`src/rtl/pipe_elastic_reg.sv`:
```
// Elastic valid/ready pipeline register built on a DEPTH-entry ring buffer; all outputs come from flops.
// Optional saturating stall counter enabled by defining PIPE_ELASTIC_STALL_CNT_EN.
module pipe_elastic_reg #(
  parameter int unsigned WIDTH = 32,
  parameter int unsigned DEPTH = 2
) (
  input  logic                         clk,
  input  logic                         rst_n,
  input  logic                         flush,
  input  logic                         in_valid,
  output logic                         in_ready,
  input  logic [WIDTH-1:0]             in_data,
  output logic                         out_valid,
  input  logic                         out_ready,
  output logic [WIDTH-1:0]             out_data,
  output logic [$clog2(DEPTH+1)-1:0]   count
`ifdef PIPE_ELASTIC_STALL_CNT_EN
  ,
  output logic [15:0]                  stall_cnt
`endif
);

  localparam int unsigned PW = $clog2(DEPTH);
  localparam int unsigned CW = $clog2(DEPTH+1);

  logic [WIDTH-1:0] mem [DEPTH];
  logic [PW-1:0]    wr_ptr, rd_ptr, wr_nxt, rd_nxt;
  logic [CW-1:0]    count_nxt;
  logic [WIDTH-1:0] head_nxt;
  logic             push_c, pop_c;

  // Next-state for pointers, occupancy and the registered head entry
  always_comb begin
    push_c    = in_valid && in_ready && !flush;
    pop_c     = out_valid && out_ready && !flush;
    wr_nxt    = wr_ptr;
    rd_nxt    = rd_ptr;
    count_nxt = count;
    if (flush) begin
      wr_nxt    = '0;
      rd_nxt    = '0;
      count_nxt = '0;
    end else begin
      if (push_c) wr_nxt = wr_ptr + PW'(1);
      if (pop_c)  rd_nxt = rd_ptr + PW'(1);
      if (push_c && !pop_c)      count_nxt = count + CW'(1);
      else if (!push_c && pop_c) count_nxt = count - CW'(1);
    end
    // The word being written this cycle becomes the head when it lands at the next read slot
    head_nxt = (push_c && (wr_ptr == rd_nxt)) ? in_data : mem[rd_nxt];
  end

  // Storage; flush leaves contents untouched
  always_ff @(posedge clk or negedge rst_n) begin
    if (!rst_n) begin
      for (int unsigned i = 0; i < DEPTH; i++) mem[i] <= '0;
    end else if (push_c) begin
      mem[wr_ptr] <= in_data;
    end
  end

  // Control and output registers; handshake outputs track the next occupancy
  always_ff @(posedge clk or negedge rst_n) begin
    if (!rst_n) begin
      wr_ptr    <= '0;
      rd_ptr    <= '0;
      count     <= '0;
      in_ready  <= 1'b1;
      out_valid <= 1'b0;
      out_data  <= '0;
    end else begin
      wr_ptr    <= wr_nxt;
      rd_ptr    <= rd_nxt;
      count     <= count_nxt;
      in_ready  <= (count_nxt != CW'(DEPTH));
      out_valid <= (count_nxt != '0);
      out_data  <= head_nxt;
    end
  end

`ifdef PIPE_ELASTIC_STALL_CNT_EN
  // Saturating count of cycles where the head is held back by the consumer
  always_ff @(posedge clk or negedge rst_n) begin
    if (!rst_n) begin
      stall_cnt <= '0;
    end else if (flush) begin
      stall_cnt <= '0;
    end else if (out_valid && !out_ready && (stall_cnt != 16'hFFFF)) begin
      stall_cnt <= stall_cnt + 16'd1;
    end
  end
`endif

endmodule

```
`config.mk`:
```
export PLATFORM = sky130hd
export DESIGN_NAME = pipe_elastic_reg
export DESIGN_NICKNAME = d
export VERILOG_FILES = /design/src/rtl/pipe_elastic_reg.sv
export SDC_FILE = /design/constraint.sdc
export NUM_CORES = 1
export LEC_CHECK = 0
export ABC_AREA = 1
export ABC_CLOCK_PERIOD_IN_PS = 1700
export CORE_MARGIN = 3
export CORE_UTILIZATION = 50
export DETAILED_ROUTE_END_ITERATION = 10
export PLACE_DENSITY_LB_ADDON = 0.15
export REMOVE_ABC_BUFFERS = 1
export SETUP_SLACK_MARGIN = 0.4
export SYNTH_ARGS = -nofsm -noshare
export SYNTH_HDL_FRONTEND = slang
export SYNTH_SLANG_ARGS = --single-unit
```
`constraint.sdc`:
```
create_clock -name clk -period 1.7 [get_ports clk]
set_clock_uncertainty 0.2 [all_clocks]
set_input_delay 0.17 -clock clk [delete_from_list [all_inputs] [get_ports clk]]
set_output_delay 0.17 -clock clk [all_outputs]
set_load 0.05 [all_outputs]
```
==> impl_metrics.yaml <==
status:
  status: "finished, violations left"
  violations: "negative setup slack"
clock_network:
  cts_buffers: 9
  clkSinkCount: 102
  cts-root-buf: "clkbuf_8"
  cts_tree: "built"
  clk_latency_ns: 0.36
  clk_pin_slew_ns: 0.09
  h-tree-depth: 3
  cts_max_path_buffers: 2
synth:
  synth_area_mm2: 0.00436
  synth-async-reset-ratio_pct: 100
  synth_cells: 521
  ys_warn_count: 0
  yosysUniqueCellTypes: 19
  seq_area_frac_synth_pct: 58.5
  synth_edf_count: 0
  syn_area_per_cell_um2: 8.38
  ys_ff_latch: 102
  ys.flop_type: "dfrtp_1"
floorplan:
  dieArea_mm2: 0.00989
  initial_core_util_pct: 52.3
  die_w_um: 99.4
  core_mm2: 0.00834
  ios: 73
  die_h_um: 99.4
  row_count: 33
placed_design:
  place.gp.congestion: 0.727
  dpl_cell_area_mm2: 0.00524
  hpwl_mm: 6.16
  numPortBuffers: 72
  pre_cts_ws_ns: -0.0782
  numPlacedInstances: 697
timing:
  tns_ns: -0.0572
  fin_crit_ns: 1.71
  grt_setup_unrepaired: "yes"
  setup-violations-final: 11
  report.final.slew_viol_count: 0
  post-route-period-util_pct: 101
  relSlewSlack_pct: 80.7
  fmaxAchievable_mhz: 583
  tightest_slew_ns: 0.289
  layout_setup_ws_ns: -0.0142
  finalHoldViolCount: 0
final_layout:
  areaGrowthSynthToFinish_pct: 37.3
  drive_above_1_share_pct: 20.3
  seq_area_mm2: 0.00255
  nets: 658
  final_common_cell: "nand2_1"
  final_cells: 731
  fill_cells: 622
  multi_input_area_mm2: 0.00146
  most-common-layout-cells: "192 x nand2_1, 101 x dfrtp_1, 88 x o21ai_1, 67 x inv_1, 42 x buf_6"
  diodes: 0
  fin_area_mm2: 0.00599
drt:
  first_iter_violations: 191
  postRouteAntennaNets: 0
  drt-wirelength-per-cell_um: 14.0
  drc: 0
  routed_wl_mm: 10.2
  via_per_inst: 4.85
  dr.pass1.iters: 4
  dr_total_vias: 3543
critical_path:
  startpoint_type: "flip-flop"
  critPathKind: "flip-flop to flip-flop"
  path_max_fanout: 11
  worstSetupEndpointType: "flip-flop"
  r2r-end: "out_data[29]$_DFF_PN0_"
  r2r-start: "in_ready$_DFF_PN1_"
  r2r_cells: 9
  reg2reg_setup_slack_ns: -0.01
  arrival_ns: 1.83
  crit_required_ns: 1.81
grt:
  first_global_vias: 3558
  grt_max_degree: 30
  track_usage_pct: 21.5
  grt_overflow: 0
  grt_first_pass_wirelength_mm: 16.8
  antenna_found_initial: 0
job:
  drv_cap: 0
power_and_ir_drop:
  powerDensity_mw_per_mm2: 1370
  p_leak_nw: 3.14
  peakVddDrop_mv: 0.738
  fin_total_pwr_mw: 8.19
min_path:
  hp-class: "input port to asynchronous set/reset pin"
synth_stat cells, types with 2 or more instances:
cell type	count	area [um^2]
dfrtp_1	101	2530
buf_4	3	22.5
nand2_1	207	777
inv_1	68	255
clkbuf_1	2	7.51
nand3_1	7	35.0
inv_2	4	15.0
o21ai_1	83	415
buf_6	5	56.3
o21ai_0	13	65.1
nor2_1	2	7.51
buf_2	16	80.1
nand2_2	4	25.0
worst max path at each step:
| stage | from | end | slack (ns) |
|---|---|---|---|
| finish | in_ready$_DFF_PN1_ | out_data[29]$_DFF_PN0_ | -0.01 |
| global route | in_ready$_DFF_PN1_ | out_data[9]$_DFF_PN0_ | -0.08 |
| global placement | out_ready | out_data[22]$_DFF_PN0_ | -0.04 |
| floorplan | in_ready$_DFF_PN1_ | out_data[0]$_DFF_PN0_ | -1.41 |
| detailed placement | flush | out_data[10]$_DFF_PN0_ | -0.08 |
| CTS | in_ready$_DFF_PN1_ | out_data[10]$_DFF_PN0_ | 0.03 |
registers in the layout, summed over array words and instances, names as in the netlist:
register,count
wr_ptr,1
count,2
out_valid,1
out_data,32
in_ready,1
mem,64
rd_ptr,1
where the power goes:
group,internal [mW],switching [mW],total [mW],leakage (nW)
logic,1.24,1.88,3.11,1.76
clock network,0.873,0.802,1.67,0.104
registers,3.06,0.344,3.40,1.28
total,5.17,3.03,8.19,3.14
metal layers:
metal  up-vias  wire [um]  global-route usage, %
li1       1791          -                      -
met1      1660       4600                   28.7
met2        77       4980                   34.7
met3        15        439                   4.28
met4         0        224                   8.40
met5         -          0                      0
final cells by class:
class / count / area share [%]
flip-flops and latches: 102 / 42.6
multi-input cells: 320 / 24.4
inverters: 72 / 4.72
repair buffers: 116 / 22.5
clock inverters: 3 / 1.13
well taps: 105 / 2.19
clock buffers: 13 / 2.48
metrics by stage:
step,hold WS [ns],utilization (%)
floorplan,-0.326,-
global placement,-0.127,62.9
detailed placement,-0.121,62.9
CTS,0.0218,70.1
global route,0.0360,71.8
finish,0.0251,71.8
what timing repair did:
action,in CTS,in global routing
hold buffers,1,0
cloned,5,2
resized for setup,59,31
setup buffers,9,1
setup endpoints to repair,131,135
endpoints found under the hold margin,102,0
pin swaps,7,10
cells by family after synthesis:
group | Yosys count | share of synthesized area, %
and+or+nand+nor | 223 | 20.0
DFF | 102 | 58.5
buffers and inverters | 99 | 10.3
AOI/OAI and AO/OA | 97 | 11.1
worst max-delay path, stage by stage, from the launching register on:
cell and delay [ns]:
dfstp_2 0.55, nand2_2 0.07, nor2_4 0.15, nand2_2 0.10, nand3_2 0.10, nand2_4 0.10
inv_8 0.10, clkbuf_16 0.17, nand2_1 0.06, nand2_1 0.06
No activity file was read; power rests on OpenSTA's default activity.
